$ cat src/rtl/fir_pkg.sv
// Shared definitions for the BRAM-to-AXI-Stream reader: FSM state encoding
// and default datapath/address widths.
package fir_pkg;

  localparam int DATA_WIDTH_DEF = 32;
  localparam int ADDR_WIDTH_DEF = 10;

  typedef enum logic [1:0] {
    ST_IDLE  = 2'd0,
    ST_RUN   = 2'd1,
    ST_DRAIN = 2'd2,
    ST_DONE  = 2'd3
  } state_e;

endpackage

$ cat src/rtl/axis_skid_fifo.sv
// Two-entry FIFO holding stream words plus sideband bits.
// Storage is not reset; only the pointers and occupancy are.
module axis_skid_fifo #(
  parameter int WIDTH = 33
) (
  input  logic             clk_i,
  input  logic             rst_ni,
  input  logic             push_i,
  input  logic [WIDTH-1:0] din_i,
  input  logic             pop_i,
  output logic [WIDTH-1:0] dout_o,
  output logic             full_o,
  output logic             empty_o
);

  logic [WIDTH-1:0] mem_q [2];
  logic             wr_ptr_q, wr_ptr_d;
  logic             rd_ptr_q, rd_ptr_d;
  logic [1:0]       cnt_q, cnt_d;

  always_comb begin
    wr_ptr_d = wr_ptr_q;
    rd_ptr_d = rd_ptr_q;
    cnt_d    = cnt_q;
    if (push_i) wr_ptr_d = ~wr_ptr_q;
    if (pop_i)  rd_ptr_d = ~rd_ptr_q;
    cnt_d = cnt_q + {1'b0, push_i} - {1'b0, pop_i};
  end

  always_ff @(posedge clk_i or negedge rst_ni) begin
    if (!rst_ni) begin
      wr_ptr_q <= 1'b0;
      rd_ptr_q <= 1'b0;
      cnt_q    <= 2'd0;
    end else begin
      wr_ptr_q <= wr_ptr_d;
      rd_ptr_q <= rd_ptr_d;
      cnt_q    <= cnt_d;
    end
  end

  always_ff @(posedge clk_i) begin
    if (push_i) mem_q[wr_ptr_q] <= din_i;
  end

  assign dout_o  = mem_q[rd_ptr_q];
  assign full_o  = (cnt_q == 2'd2);
  assign empty_o = (cnt_q == 2'd0);

endmodule

$ cat src/rtl/bram_axis_reader.sv
// Streams N words from a 1-cycle-latency BRAM onto an AXI-Stream master port.
// Define BRAM_AXIS_READER_TKEEP_EN to add the out_m_tkeep port.
module bram_axis_reader
  import fir_pkg::*;
#(
  parameter int DATA_WIDTH = DATA_WIDTH_DEF,
  parameter int ADDR_WIDTH = ADDR_WIDTH_DEF
) (
  input  logic                  aclk,
  input  logic                  aresetn,
  input  logic                  in_ap_start,
  input  logic [ADDR_WIDTH:0]   in_data_num,
  output logic                  out_ap_done,
  output logic                  out_ap_idle,
  output logic [ADDR_WIDTH-1:0] out_A,
  output logic                  out_EN,
  input  logic [DATA_WIDTH-1:0] in_Do,
  output logic                  out_m_tvalid,
  output logic [DATA_WIDTH-1:0] out_m_tdata,
  output logic                  out_m_tlast,
  input  logic                  in_m_tready
`ifdef BRAM_AXIS_READER_TKEEP_EN
  ,
  output logic [DATA_WIDTH/8-1:0] out_m_tkeep
`endif
);

  state_e              state_q, state_d;
  logic [ADDR_WIDTH:0] num_q, num_d;
  logic [ADDR_WIDTH:0] rd_cnt_q, rd_cnt_d;
  logic                infl_q, infl_last_q;
  logic                rd_en, rd_ok, is_last_rd, pop;
  logic                fifo_full, fifo_empty;
  logic [DATA_WIDTH:0] fifo_head;
  logic [2:0]          level;

  assign pop        = out_m_tvalid & in_m_tready;
  assign is_last_rd = (rd_cnt_q == (num_q - (ADDR_WIDTH+1)'(1)));

  // Queued words plus the read still in the BRAM pipe must leave room after this cycle's pop.
  assign level = (fifo_full ? 3'd2 : (fifo_empty ? 3'd0 : 3'd1)) + {2'b00, infl_q};
  assign rd_ok = (level < 3'd2) || ((level == 3'd2) && pop);

  always_comb begin
    state_d  = state_q;
    num_d    = num_q;
    rd_cnt_d = rd_cnt_q;
    rd_en    = 1'b0;
    case (state_q)
      ST_IDLE: begin
        if (in_ap_start) begin
          num_d    = in_data_num;
          rd_cnt_d = '0;
          state_d  = (in_data_num == '0) ? ST_DONE : ST_RUN;
        end
      end
      ST_RUN: begin
        if (rd_ok) begin
          rd_en    = 1'b1;
          rd_cnt_d = rd_cnt_q + (ADDR_WIDTH+1)'(1);
          if (is_last_rd) state_d = ST_DRAIN;
        end
      end
      ST_DRAIN: begin
        if (pop && fifo_head[DATA_WIDTH]) state_d = ST_DONE;
      end
      ST_DONE: state_d = ST_IDLE;
      default: state_d = ST_IDLE;
    endcase
  end

  always_ff @(posedge aclk or negedge aresetn) begin
    if (!aresetn) begin
      state_q     <= ST_IDLE;
      num_q       <= '0;
      rd_cnt_q    <= '0;
      infl_q      <= 1'b0;
      infl_last_q <= 1'b0;
    end else begin
      state_q     <= state_d;
      num_q       <= num_d;
      rd_cnt_q    <= rd_cnt_d;
      infl_q      <= rd_en;
      infl_last_q <= rd_en & is_last_rd;
    end
  end

  // BRAM data is valid the cycle after out_EN and is captured with its tlast tag.
  axis_skid_fifo #(
    .WIDTH(DATA_WIDTH + 1)
  ) u_fifo (
    .clk_i  (aclk),
    .rst_ni (aresetn),
    .push_i (infl_q),
    .din_i  ({infl_last_q, in_Do}),
    .pop_i  (pop),
    .dout_o (fifo_head),
    .full_o (fifo_full),
    .empty_o(fifo_empty)
  );

  assign out_EN       = rd_en;
  assign out_A        = rd_en ? rd_cnt_q[ADDR_WIDTH-1:0] : '0;
  assign out_ap_done  = (state_q == ST_DONE);
  assign out_ap_idle  = (state_q == ST_IDLE);
  assign out_m_tvalid = ~fifo_empty;
  assign out_m_tdata  = fifo_head[DATA_WIDTH-1:0];
  assign out_m_tlast  = out_m_tvalid & fifo_head[DATA_WIDTH];

`ifdef BRAM_AXIS_READER_TKEEP_EN
  assign out_m_tkeep = out_m_tvalid ? '1 : '0;
`endif

endmodule
$ cat config.mk
export PLATFORM = sky130hd
export DESIGN_NAME = bram_axis_reader
export DESIGN_NICKNAME = d
export VERILOG_FILES = /design/src/rtl/fir_pkg.sv /design/src/rtl/axis_skid_fifo.sv /design/src/rtl/bram_axis_reader.sv
export SDC_FILE = /design/constraint.sdc
export NUM_CORES = 1
export LEC_CHECK = 0
export ABC_CLOCK_PERIOD_IN_PS = 6700
export BUFFER_PORTS_ARGS = -buffer_cell sky130_fd_sc_hd__buf_2
export CORE_MARGIN = 1.5
export CORE_UTILIZATION = 40
export DETAILED_ROUTE_END_ITERATION = 6
export PLACE_DENSITY = 0.66
export SLEW_MARGIN = 40
export SYNTH_ARGS = -nofsm -noshare
export SYNTH_HDL_FRONTEND = slang
export SYNTH_HIERARCHICAL = 1
export SYNTH_SLANG_ARGS = --single-unit
$ cat constraint.sdc
create_clock -name aclk -period 6.7 [get_ports aclk]
set_clock_uncertainty 0.05 [all_clocks]
set_input_delay 0.67 -clock aclk [delete_from_list [all_inputs] [get_ports aclk]]
set_output_delay 0.67 -clock aclk [all_outputs]
set_load 0.01 [all_outputs]
==> results of run 1 <==
final timing paths:
check / from / endpoint / slack (ns) / cells after the start
min in group aclk: infl_last_q / u_fifo/mem_q[0][32] / 0.40 / 0
min reg2reg: infl_last_q / u_fifo/mem_q[0][32] / 0.40 / 0
max reg2reg: u_fifo/cnt_q[1] / rd_cnt_q[7] / 3.93 / 10
max: u_fifo/cnt_q[1] / out_A[4] / 3.11 / 9
min: aresetn / state_q[1] / 0.32 / 1
max in group asynchronous: aresetn / u_fifo/rd_ptr_q / 5.75 / 1
Yosys cell counts (2+ instances only):
| cell type | instances |
|---|---|
| edfxtp_1 | 66 |
| dfrtp_1 | 30 |
| mux2_4 | 29 |
| nor2_1 | 20 |
| mux2_2 | 15 |
| inv_1 | 13 |
| ha_1 | 11 |
| xnor2_1 | 11 |
| a21oi_1 | 9 |
| nor2b_1 | 9 |
| nor3_1 | 9 |
| xor2_1 | 9 |
| and2_1 | 8 |
| nand2_1 | 8 |
| o21ai_0 | 6 |
| and3_1 | 5 |
| clkbuf_1 | 4 |
| a31oi_1 | 3 |
| buf_12 | 3 |
| nand4_1 | 3 |
| nor4_1 | 3 |
| or3_1 | 3 |
| a211o_1 | 2 |
| a221o_1 | 2 |
| mux2i_1 | 2 |
| nand2b_1 | 2 |
| nand3_1 | 2 |
| o211ai_1 | 2 |
cells in the final DEF (no fill, tap or decap), types with 2 or more instances in the layout:
cell type and count:
o21ai_0 6, or3_1 3, a31oi_1 2, clkbuf_16 9, nor2b_1 8, nor4_1 3, o211ai_1 2, dfrtp_1 29
a211o_1 2, buf_8 2, nand4_1 3, and3_1 5, nand2_1 8, nand2b_1 2, clkinvlp_4 2, buf_2 93
clkinv_1 2, mux2_4 29, nor2_1 20, a221o_1 2, and2_1 8, mux2i_1 2, edfxtp_1 66, nand3_1 2
xor2_1 9, inv_1 13, a21oi_1 9, inv_6 2, ha_1 11, xnor2_1 11, nor3_1 9, mux2_2 15
layer usage:
| layer | up-vias | global-route usage, % | wire length (um) |
|---|---|---|---|
| met5 | - | 0 | 0 |
| met3 | 12 | 3.351 | 524 |
| met4 | 0 | 5.566 | 106 |
| met1 | 1375 | 18.67 | 3760 |
| met2 | 82 | 26.35 | 4244 |
| li1 | 1363 | - | - |
logic make-up after synthesis:
family	Yosys count
AOI/OAI and AO/OA	33
xor gates and xnor gates	21
adders and majority gates	11
buffers and inverters	23
DFF	96
muxes	46
and+or+nand+nor	86
state kept, by name, indices dropped and copies added, names as in the netlist:
name / cells
u_fifo/mem_q: 66
infl_q: 1
state_q: 2
rd_cnt_q: 11
u_fifo/rd_ptr_q: 1
num_q: 11
u_fifo/cnt_q: 2
u_fifo/wr_ptr_q: 1
infl_last_q: 1
worst reg2reg max path, stage by stage (launching register included):
cell      delay [ns]
dfrtp_1         0.41
nor2_1          0.25
nor2_1          0.10
ha_1            0.21
ha_1            0.19
nor2_1          0.13
a31oi_2         0.26
a211oi_1        0.62
and3_1          0.25
xnor2_1         0.11
nor2_1          0.05
stage by stage:
stage / setup WS, ns / utilization (%) / std cells / area, um^2
after global routing: 2.907 / 49.95 / 559 / 5487
final: 3.110 / 49.95 / 559 / 5487
after floorplan: 3.932 / - / 316 / 4579
after global placement: 3.301 / 46.84 / 541 / 5145
after CTS: 3.079 / 49.95 / 559 / 5487
after detailed placement: 3.451 / 47.20 / 543 / 5184
power groups by stage:
stage / clock network [W] / registers (W) / logic, W
5_1_grt: 0.000560 / 0.000965 / 0.000892
3_3_place_gp: 0 / 0.000948 / 0.000782
2_1_floorplan: 0 / 0.000864 / 0.000690
3_5_place_dp: 0 / 0.000955 / 0.000813
4_1_cts: 0.000532 / 0.000944 / 0.000816
6_report: 0.000516 / 0.000942 / 0.000804
cell type report:
| cell class | count | area share, % |
|---|---|---|
| well taps | 140 | 3.193 |
| flip-flops and latches | 96 | 49.87 |
| inverters | 14 | 0.9578 |
| repair buffers | 96 | 9.168 |
| multi-input cells | 197 | 31.29 |
| clock buffers | 9 | 4.105 |
| clock inverters | 7 | 1.414 |
==> reports/qor.yml, run 1 <==
grt_usage_pct: 15.23
crit_fanout: 13
slew_violations: 0
crit_buf_inv: 1
initial_core_util_pct: 41.70
num_io_pins: 94
p_sw_share_pct: 34.09
post-cts-setup-buffer-count: 0
final.period_utilization_pct: 53.59
core_area_um2: 10980
power_density_nw_per_um2: 412.3
cts.clk_slew.worst_paths_ns: 0.07
grt_pass1_vias: 2797
crit_top_cell: "nor2_1"
cts.sinks: 96
clk_latency_ns: 0.34
synth_compound_area_share_pct: 5.355
ys_types: 55
multiInputGateArea_um2: 1717
synth_seq_cells: 96
synth_edf_count: 66
fmax_ghz: 0.2785
area_growth_pct: 19.81
cts_resized: 0
portBuffers: 93
die-area_um2: 12100
power_switching_w: 0.0007712
regArea_um2: 2736
ir_drop_v: 0.0001952
drcViolationCount: 0
die_w_um: 110.0
hold_violations: 0
critPathTopFamily: "simple AND/OR/NAND/NOR gates"
vias_per_cell: 5.066
synth_area_leaders: "edfxtp_1 43%, dfrtp_1 16%, mux2_4 9.5%"
power_frac_seq_pct: 41.6
status: "completed"
cpPeakStageDelay_ns: 0.61
comb_power_share_pct: 35.5
maxSlewHeadroom_pct: 53.61
die_y_um: 110.0
drive_above_1_share_pct: 39.62
synthAdderAreaFrac_pct: 3.005
maxCapViolations: 0
place_congestion: 0.8059
p_leak_nw: 2.313
synth_top_family_by_area: "multiplexers"
yosysTopAreaCell: "edfxtp_1"
drt_iter0_drc: 115
clk_path_buf_depth: 2
grt_max_degree: 35
place_hpwl_um: 6278
cts_buffers: 9
cp.arrival_ns: 2.87
grt-ovfl-total: 0
cts_hold_buf: 0
worst_pin_slew_ns: 0.6959
antenna_found_initial: 0
grt_pass1_wl_um: 13720
synth_xor_area_share_pct: 4.344
power.internal_w: 0.001491
setup_viol: 0
final_antenna_net_count: 0
fp-row-count: 38
synth_top_area_share_pct: 43.28
cts_max_level: 3
ys.flop_type: "edfxtp_1"
finalPower_w: 0.002262
pwr-share-clk_pct: 22.8
synthesis.area_um2: 4579
dr_total_vias: 2832
fillerInstances: 967
min_path_type: "input port to async pin"
drt-total-wl_um: 8636
syn_avg_cell_area_um2: 14.49
synthMuxAreaShare_pct: 13.63
synth_warnings: 6
holdWs_ns: 0.3171
synth-simple-area-share_pct: 10.85
cp-start-kind: "flop"
syn_nets: 374
path_cells: "nor2_1 -> nor2_1 -> ha_1 -> ha_1 -> nor2_1 -> a31oi_2 -> nor2_1 -> and2_1 -> buf_2"
fin_nets: 472
wire_per_inst_um: 15.45
antennaDiodeCount: 0
cp_slowest_cell: "nor2_1"
async_reset_ff_share_pct: 31.25
tns_ns: 0
root_buffer: "clkbuf_16"
syn_inst: 316
required_ns: 5.98
end_kind: "output port"
worstSetupPathType: "flop to output port"
synth_seq_area_share_pct: 59.67
drt_first_pass_iters: 4
period_minus_slack_ns: 3.590
cts_tree: "yes"
rsz0062_at_grt: "no"
Note: power is estimated with default switching activity, not from simulation.
==> run 2, diff against run 1 <==
--- a/config.mk
+++ b/config.mk
@@ -5,7 +5,7 @@
 export SDC_FILE = /design/constraint.sdc
 export NUM_CORES = 1
 export LEC_CHECK = 0
-export ABC_CLOCK_PERIOD_IN_PS = 6700
+export ABC_CLOCK_PERIOD_IN_PS = 3500
 export BUFFER_PORTS_ARGS = -buffer_cell sky130_fd_sc_hd__buf_2
 export CORE_MARGIN = 1.5
 export CORE_UTILIZATION = 40
==> constraint.sdc (replaced) <==
create_clock -name aclk -period 3.5 [get_ports aclk]
set_clock_uncertainty 0.05 [all_clocks]
set_input_delay 0.35 -clock aclk [delete_from_list [all_inputs] [get_ports aclk]]
set_output_delay 0.35 -clock aclk [all_outputs]
set_load 0.01 [all_outputs]
==> run 2 against run 1 <==
The flow now finishes with violations (hold timing). Sequential power rose by 82%. Register-to-register slack got worse by 3.1 ns. Die area did not move. Critical path type unchanged. Largest power group unchanged.
==> reports/qor.yml, run 2 (same netlist as run 1, synthesis figures left out) <==
status: "finished with violations"
violations: "hold timing"
crit_fanout: 13  # unchanged
tns_ns: 0  # unchanged
num_io_pins: 94  # unchanged
required_ns: 3.10  # -2.88 ns
grt_pass1_wl_um: 13570  # -1.1%
maxSlewHeadroom_pct: 54.61  # +1.0 points
setup_viol: 0  # unchanged
layout_commonest_cell: "buf_2"
wire_per_inst_um: 15.47  # +0.11%
cts_max_level: 3  # unchanged
fmax_ghz: 0.3225
post-cts-setup-buffer-count: 0  # unchanged
end_kind: "output port"
core_area_um2: 10980  # unchanged
cp-startpoint: "u_fifo/cnt_q[1]"
clk_path_buf_depth: 2  # unchanged
min_path_type: "input port to async pin"
largest_register_ffs: 66  # unchanged
initial_core_util_pct: 41.70  # unchanged
root_buffer: "clkbuf_16"
cp-start-kind: "flop"
fin_nets: 474  # +0.42%
r2r_slack_ns: 0.84  # -3.09 ns
holdWs_ns: -0.008854  # -0.3259 ns
fp-row-count: 38  # unchanged
die-area_um2: 12100  # unchanged
final_cell_mix: "93 x buf_2, 66 x edfxtp_1, 29 x dfrtp_1, 29 x mux2_4, 20 x nor2_1"
drcViolationCount: 0  # unchanged
drt_first_pass_iters: 4  # unchanged
grt_max_degree: 34  # -2.9%
die_w_um: 110.0  # unchanged
drt-total-wl_um: 8676  # +0.46%
fin_ws_ns: 0.3994  # -2.710 ns
fin_util_pct: 49.95  # unchanged
antennaDiodeCount: 0  # unchanged
slew_violations: 0  # unchanged
r2r_end: "rd_cnt_q[5]"
cts.sinks: 96  # unchanged
cts.clk_slew.worst_paths_ns: 0.07  # about the same
worst_pin_slew_ns: 0.6808  # -0.01503 ns
cts_tree: "yes"
rsz0062_at_grt: "no"
final.period_utilization_pct: 88.59
fin_cells: 561  # +0.36%
place_congestion: 0.7749  # -3.8%
cts_resized: 0  # unchanged
hold_violations: 9  # +9
clk_latency_ns: 0.34  # about the same
grt_usage_pct: 14.88  # -0.35 points
dp.cells: 545  # +0.37%
grt-ovfl-total: 0  # unchanged
antenna_found_initial: 0  # unchanged
maxCapViolations: 0  # unchanged
r2r_cells: 11  # +1
p_leak_nw: 2.318  # +0.23%
drive_above_1_share_pct: 39.67  # +0.049 points
cp.arrival_ns: 2.70  # -0.17 ns
cts_buffers: 9  # unchanged
ir_drop_v: 0.0004660  # +140%
reg.largest.list: "u_fifo/mem_q: 66 flops, num_q: 11 flops, rd_cnt_q: 11 flops"
period_minus_slack_ns: 3.101
area_growth_pct: 19.81  # unchanged
cts_hold_buf: 0  # unchanged
drt_iter0_drc: 113  # -1.7%
worstSetupPathType: "flop to output port"
place_hpwl_um: 6308  # +0.47%
regMostFlops: "u_fifo/mem_q"
power_density_nw_per_um2: 779.7  # +89%
portBuffers: 93  # unchanged
reg2reg_from: "u_fifo/cnt_q[1]"
final_antenna_net_count: 0  # unchanged
dp_slack_ns: 0.7231  # -2.728 ns
die_y_um: 110.0  # unchanged
dr_total_vias: 2865  # +1.2%
vias_per_cell: 5.107  # +0.80%
grt_pass1_vias: 2752  # -1.6%
[run 2: worst max path at each step]
stage               slack (ns)  depth (start not counted)       end
CTS                       0.33                         10  out_A[4]
global route              0.12                         10  out_A[4]
floorplan                 1.05                          9  out_A[0]
finish                    0.40                         10  out_A[4]
detailed placement        0.72                         10  out_A[4]
global placement          0.81                         10  out_A[4]
[run 2: per-layer routing]
| layer | vias to the layer above | track usage, % | share of wire [%] |
|---|---|---|---|
| met5 | - | 0 | 0 |
| met4 | 0 | 6.122 | 1.7 |
| met3 | 13 | 2.763 | 5.5 |
| met2 | 86 | 25.73 | 49 |
| met1 | 1398 | 18.29 | 44 |
| li1 | 1368 | - | - |
[run 2: per-stage QoR]
stage,cell area [um^2],hold WS [ns],total power [W]
finish,5487,-0.008854,0.004278
global route,5487,0.06008,0.004568
CTS,5487,0.02133,0.004333
detailed placement,5215,0.3891,0.003416
global placement,5160,0.3744,0.003322
floorplan,4579,0.004409,0.002975
[run 2: final cells by class]
cell class | instances | area (um^2)
Fill cell | 974 | 5497
Sequential cell | 96 | 2734
Multi-Input combinational cell | 197 | 1710
Timing Repair Buffer | 98 | 543.0
Clock buffer | 10 | 229.0
Tap cell | 140 | 175.2
Inverter | 14 | 52.55
Clock inverter | 6 | 42.54
[run 2: where the power goes]
group,internal [W],total [W],switching (W)
Sequential,0.00148,0.00171,0.000223
Combinational,0.000837,0.00166,0.000827
Clock,0.000485,0.000909,0.000424
Total,0.00280,0.00428,0.00147
[run 2: critical path, cell delays in order, from the launching register on]
cell and delay, ns:
dfrtp_1 0.40, nor2_1 0.25, nor2_1 0.09, ha_1 0.20, ha_1 0.19, nor2_1 0.08, a31oi_1 0.09, buf_4 0.19
nor2_1 0.47, and2_1 0.24, buf_2 0.14
